## src/rtl/icache_dm_if.sv

```systemverilog
// Fetch-side and refill-side handshake bundle of the direct-mapped instruction cache.
// slave is the cache's view; master is the core/memory environment's view.
interface icache_dm_if;
    logic        req_valid;
    logic        req_ready;
    logic [31:0] req_addr;
    logic        rsp_valid;
    logic [31:0] rsp_instr;
    logic        inv;
    logic        mem_req_valid;
    logic        mem_req_ready;
    logic [31:0] mem_req_addr;
    logic        mem_rsp_valid;
    logic [31:0] mem_rsp_data;

    modport slave (
        input  req_valid, req_addr, inv, mem_req_ready, mem_rsp_valid, mem_rsp_data,
        output req_ready, rsp_valid, rsp_instr, mem_req_valid, mem_req_addr
    );

    modport master (
        output req_valid, req_addr, inv, mem_req_ready, mem_rsp_valid, mem_rsp_data,
        input  req_ready, rsp_valid, rsp_instr, mem_req_valid, mem_req_addr
    );
endinterface

```

## src/rtl/icache_dm.sv

```systemverilog
// Direct-mapped instruction cache with word-by-word line refill and whole-cache invalidate.
// Hit: 1-cycle latency, 1 instr/cycle; miss or invalidate drops req_ready until done.
module icache_dm #(
    parameter int LINES      = 16,
    parameter int LINE_WORDS = 4
) (
    input  logic        clk,
    input  logic        reset,
    icache_dm_if.slave  bus
);
    localparam int OFF_W = $clog2(LINE_WORDS);
    localparam int IDX_W = $clog2(LINES);
    localparam int TAG_W = 30 - OFF_W - IDX_W;
    localparam logic [31:0] LINE_MASK = 32'(LINE_WORDS * 4 - 1);

    typedef enum logic [2:0] {IDLE, LOOKUP, MISS_REQ, REFILL, INVAL} state_t;

    state_t             state_q, state_d;
    logic [31:0]        addr_q;
    logic [OFF_W-1:0]   cnt_q;
    logic               inv_pend_q, inv_pend_d;
    logic [31:0]        hold_q;
    logic [LINES-1:0]   valid_q;
    logic [TAG_W-1:0]   tag_q  [LINES];
    logic [31:0]        data_q [LINES*LINE_WORDS];

    logic [OFF_W-1:0]   off;
    logic [IDX_W-1:0]   idx;
    logic [TAG_W-1:0]   tag;
    logic [31:0]        rdata;
    logic               hit, lookup_hit, inv_eff, req_ready, accept, last_beat;

    assign off       = addr_q[2 +: OFF_W];
    assign idx       = addr_q[2+OFF_W +: IDX_W];
    assign tag       = addr_q[31 -: TAG_W];
    assign rdata     = data_q[{idx, off}];
    assign last_beat = (cnt_q == OFF_W'(LINE_WORDS - 1));

    always_comb begin
        hit        = valid_q[idx] && (tag_q[idx] == tag);
        lookup_hit = (state_q == LOOKUP) && hit;
        // A fresh inv pulse blocks acceptance in the same cycle.
        inv_eff    = inv_pend_q || bus.inv;
        req_ready  = ((state_q == IDLE) || lookup_hit) && !inv_eff;
        accept     = bus.req_valid && req_ready;
        inv_pend_d = bus.inv || (inv_pend_q && (state_q != INVAL));
        state_d    = state_q;
        case (state_q)
            IDLE: begin
                if (inv_eff)     state_d = INVAL;
                else if (accept) state_d = LOOKUP;
            end
            LOOKUP: begin
                if (!hit)        state_d = MISS_REQ;
                else if (inv_eff) state_d = INVAL;
                else if (accept) state_d = LOOKUP;
                else             state_d = IDLE;
            end
            MISS_REQ: if (bus.mem_req_ready) state_d = REFILL;
            REFILL:   if (bus.mem_rsp_valid && last_beat) state_d = LOOKUP;
            INVAL:    state_d = IDLE;
            default:  state_d = IDLE;
        endcase
    end

    always_ff @(posedge clk) begin
        if (reset) begin
            state_q    <= IDLE;
            addr_q     <= '0;
            cnt_q      <= '0;
            inv_pend_q <= 1'b0;
            hold_q     <= '0;
            valid_q    <= '0;
        end else begin
            state_q    <= state_d;
            inv_pend_q <= inv_pend_d;
            if (accept)     addr_q <= bus.req_addr;
            if (lookup_hit) hold_q <= rdata;
            // The line stays invalid while partially written.
            if ((state_q == MISS_REQ) && bus.mem_req_ready) begin
                cnt_q        <= '0;
                valid_q[idx] <= 1'b0;
            end
            if ((state_q == REFILL) && bus.mem_rsp_valid) begin
                data_q[{idx, cnt_q}] <= bus.mem_rsp_data;
                cnt_q                <= cnt_q + 1'b1;
                if (last_beat) begin
                    valid_q[idx] <= 1'b1;
                    tag_q[idx]   <= tag;
                end
            end
            if (state_q == INVAL) valid_q <= '0;
        end
    end

    assign bus.req_ready     = req_ready;
    assign bus.rsp_valid     = lookup_hit;
    assign bus.rsp_instr     = lookup_hit ? rdata : hold_q;
    assign bus.mem_req_valid = (state_q == MISS_REQ);
    assign bus.mem_req_addr  = (state_q == MISS_REQ) ? (addr_q & ~LINE_MASK) : '0;
endmodule
```

## src/flat_wrapper.sv

```systemverilog
// flat-port wrapper written by rule: the top's interface ports become plain ports
module icache_dm_flat 
#(
    parameter int LINES      = 16,
    parameter int LINE_WORDS = 4
)
  (clk, reset, bus_req_valid, bus_req_addr, bus_inv, bus_mem_req_ready, bus_mem_rsp_valid, bus_mem_rsp_data, bus_req_ready, bus_rsp_valid, bus_rsp_instr, bus_mem_req_valid, bus_mem_req_addr);
  icache_dm_if bus_i ();
  input  logic clk;
  input  logic reset;
  input wire logic [$bits(bus_i.req_valid)-1:0] bus_req_valid;
  input wire logic [$bits(bus_i.req_addr)-1:0] bus_req_addr;
  input wire logic [$bits(bus_i.inv)-1:0] bus_inv;
  input wire logic [$bits(bus_i.mem_req_ready)-1:0] bus_mem_req_ready;
  input wire logic [$bits(bus_i.mem_rsp_valid)-1:0] bus_mem_rsp_valid;
  input wire logic [$bits(bus_i.mem_rsp_data)-1:0] bus_mem_rsp_data;
  output wire logic [$bits(bus_i.req_ready)-1:0] bus_req_ready;
  output wire logic [$bits(bus_i.rsp_valid)-1:0] bus_rsp_valid;
  output wire logic [$bits(bus_i.rsp_instr)-1:0] bus_rsp_instr;
  output wire logic [$bits(bus_i.mem_req_valid)-1:0] bus_mem_req_valid;
  output wire logic [$bits(bus_i.mem_req_addr)-1:0] bus_mem_req_addr;
  assign bus_i.req_valid = bus_req_valid;
  assign bus_i.req_addr = bus_req_addr;
  assign bus_i.inv = bus_inv;
  assign bus_i.mem_req_ready = bus_mem_req_ready;
  assign bus_i.mem_rsp_valid = bus_mem_rsp_valid;
  assign bus_i.mem_rsp_data = bus_mem_rsp_data;
  assign bus_req_ready = bus_i.req_ready;
  assign bus_rsp_valid = bus_i.rsp_valid;
  assign bus_rsp_instr = bus_i.rsp_instr;
  assign bus_mem_req_valid = bus_i.mem_req_valid;
  assign bus_mem_req_addr = bus_i.mem_req_addr;
  icache_dm #(.LINES(LINES), .LINE_WORDS(LINE_WORDS)) u_core (.clk(clk), .reset(reset), .bus(bus_i));
endmodule
```

## config.mk

```make
export PLATFORM = sky130hd
export DESIGN_NAME = icache_dm_flat
export DESIGN_NICKNAME = d
export VERILOG_FILES = /design/src/rtl/icache_dm_if.sv /design/src/rtl/icache_dm.sv /design/src/flat_wrapper.sv
export SDC_FILE = /design/constraint.sdc
export NUM_CORES = 2
export LEC_CHECK = 0
export ABC_AREA = 0
export CAP_MARGIN = 20
export CORE_UTILIZATION = 50
export DETAILED_ROUTE_END_ITERATION = 16
export MAX_ROUTING_LAYER = met4
export PLACE_DENSITY = 0.66
export SETUP_SLACK_MARGIN = 0.4
export SKIP_CTS_REPAIR_TIMING = 1
export SYNTH_ARGS = -nofsm -noshare
export SYNTH_HDL_FRONTEND = slang
export SYNTH_SLANG_ARGS = --single-unit
```

## constraint.sdc

```tcl
create_clock -name clk -period 5.45 [get_ports clk]
set_input_delay 1.3625 -clock clk [delete_from_list [all_inputs] [get_ports clk]]
set_output_delay 1.3625 -clock clk [all_outputs]
set_load 0.1 [all_outputs]
```

==> impl_metrics.env <==
export IMPL_drv_slew=0
export IMPL_synth_top_area_cell="edfxtp_1"
export IMPL_relSlewSlack=0.256
export IMPL_clock_latency_ps=920
export IMPL_regArea_um2=74900
export IMPL_synth_top_area_share=0.753
export IMPL_grt_pass1_wl_um=324000
export IMPL_power_w=0.0405
export IMPL_leakagePower_nw=35.0
export IMPL_fp_dieH_um=442
export IMPL_synth_area_top_cells="edfxtp_1 (75%), mux4_2 (18%), dfxtp_1 (1.9%)"
export IMPL_slowest_delay_ps=520
export IMPL_multi_input_area_um2=21900
export IMPL_path_cells="buf_4, clkbuf_16, mux4_2, o21ai_0, a211oi_1, nor4b_2, nand4_1, nor4_4, buf_12, buf_12, mux2_2, buf_12"
export IMPL_critical_path_class="register to output port"
export IMPL_hold_path_class="register to register"
export IMPL_drc=0
export IMPL_hpwl_um=129000
export IMPL_fin_area_um2=113000
export IMPL_ir_worst_vdd_mv=0.319
export IMPL_clkTransAtPathRegs_ps=60
export IMPL_crit_path_end_kind="output port"
export IMPL_drive_gt1_frac=0.336
export IMPL_setup_viol=33
export IMPL_synth_most_common_cell="edfxtp_1"
export IMPL_viasPerCell=6.14
export IMPL_drt_total_wl_um=225000
export IMPL_netlist_top_cells_count="edfxtp_1 (2432), mux4_2 (759), clkbuf_1 (162)"
export IMPL_num_vias=44800
export IMPL_core_um2=193000
export IMPL_hold_viol_final=0
export IMPL_globalRoute_totalOverflow=0
export IMPL_cts_buffers=275
export IMPL_arrival_ps=4590
export IMPL_yosysSeqAreaShare=0.772
export IMPL_drtAntennaViolNets=0
export IMPL_critPathSlowestCell="mux4_2"
export IMPL_cts_tree="done"
export IMPL_ys_warn_count=0
export IMPL_ys_types=55
export IMPL_first_pass_iters=6
export IMPL_cts_root_buffer="clkbuf_16"
export IMPL_required_ps=4090
export IMPL_clock_sinks=2522
export IMPL_antenna_found_initial=37
export IMPL_min_period_ps=5950
export IMPL_hold_ws_ps=470
export IMPL_placed_area_um2=104000
export IMPL_fin_skew_ps=62.6
export IMPL_timing_setup_tns_ps=-15820
export IMPL_synth_avg_cell_area_um2=23.5
export IMPL_crit_top_cell="buf_12"
export IMPL_finalWorstSetupSlack_ps=-504
export IMPL_netlist_instances=4122
export IMPL_nets=4634
export IMPL_n_fill_cell=13500
export IMPL_synth_async_reset_ratio=0
export IMPL_rsz0062_at_grt="yes"
export IMPL_clock_fmax_mhz=168
export IMPL_synth_edff_count=2432
export IMPL_gp_congestion=0.816
export IMPL_final_util=0.586
export IMPL_clk_path_buf_depth=4
export IMPL_status="finished, violations left"
export IMPL_power_density_nw_per_um2=359
export IMPL_cts_htree_levels=5
export IMPL_die_w_um=442
export IMPL_start_util=0.504
export IMPL_violations="negative setup slack"
export IMPL_wire_per_inst_um=30.8
export IMPL_worst_pin_slew_ps=1110
export IMPL_row_count=161
export IMPL_worstPathMaxFanout=17
export IMPL_first_global_vias=45900
export IMPL_synth_area_um2=97000
export IMPL_grt_usage=0.237
export IMPL_drt_iter0_drc=4674
export IMPL_min_period_over_period=1.09
export IMPL_port_buffers=130
export IMPL_maxCapViolCount=0
export IMPL_synthFlopType="edfxtp_1"
export IMPL_dieArea_um2=196000
export IMPL_critPathLaunchType="register"
export IMPL_ioPinCount=137
export IMPL_area_growth_syn_to_layout_pct=16.3
export IMPL_grt_max_degree=97
export IMPL_synth_seq_cells=2522
cell usage in the layout, fill, tap and decap left out, drive strengths merged, types with 9 or more instances in the layout:
cell and n:
o21ai 29, nor2 104, buf 323, mux2i 73, nor2b 44, edfxtp 2432, clkdlybuf4s50 43, dfxtp 90
nand2b 71, inv 13, xor2 12, nor3 13, diode 16, mux2 46, and2 30, nand4 9
mux4 759, nand3 17, dlymetal6s2s 18, nand2 43, clkbuf 346, clkinv 92, a21oi 21, bufinv 21
xnor2 18
worst max-delay path, delay by kind of cell (launching register included):
kind	cells	cell delay, ps
buffers and inverters	5	1000
multiplexers	2	910
flip-flops	1	430
AND/OR/NAND/NOR	3	860
AO/OA/AOI/OAI	2	430
where the power goes:
| part | leakage [nW] | internal [W] | total (W) | switching [W] |
|---|---|---|---|---|
| clock network | 4.11 | 0.0104 | 0.0176 | 0.00716 |
| logic | 7.89 | 0.000713 | 0.00166 | 0.000951 |
| registers | 23.0 | 0.0212 | 0.0213 | 0.0000469 |
| total | 35.0 | 0.0324 | 0.0405 | 0.00816 |
flip-flops by register name (all words and copies together) (netlist names), named ones only:
register,count
u_core.hold_q,32
u_core.cnt_q,2
u_core.valid_q,16
u_core.state_q,3
u_core.tag_q,384
u_core.addr_q,30
u_core.data_q,2048
u_core.inv_pend_q,1
worst paths after layout:
kind,start,cells past startpoint,slack [ps],to
max,register,12,-500,bus_rsp_instr[20]
min,u_core.addr_q[2]$_SDFFE_PP0N_,2,470,register
max reg2reg,register,13,1090,u_core.addr_q[18]$_SDFFE_PP0N_
min reg2reg,u_core.addr_q[2]$_SDFFE_PP0N_,2,470,register
through the flow:
| stage | setup WS, ps | cells |
|---|---|---|
| after floorplan | 270 | 4125 |
| after global placement | 218 | 6771 |
| after detailed placement | 209 | 6771 |
| after CTS | -753 | 7237 |
| after global routing | -579 | 7285 |
| final | -504 | 7294 |
metal layers:
layer / share of wire / GRT usage / up-vias
li1: - / - / 18500
met1: 0.38 / 0.308 / 24200
met2: 0.52 / 0.392 / 1740
met3: 0.067 / 0.0363 / 401
met4: 0.027 / 0.0674 / 0
met5: 0 / - / -
final cells by class:
type | count | area share
tap | 2526 | 0.0280
sequential | 2522 | 0.663
inverter | 9 | 0.000322
multi-input combinational | 1368 | 0.194
antenna | 16 | 0.000355
clock inverter | 123 | 0.00996
timing repair buffer | 387 | 0.0390
clock buffer | 343 | 0.0647
logic make-up after synthesis:
kind of cell             Yosys count  share of synthesized area
flip-flops                      2522                      0.772
multiplexers                     878                      0.189
AND/OR/NAND/NOR                  364                     0.0198
buffers and inverters            235                     0.0105
AO/OA/AOI/OAI                     91                    0.00614
XOR/XNOR                          30                    0.00271
adder cells (fa/ha/maj)            1                   0.000129
other                              1                  0.0000387
Power figures use the tool's default switching activity.
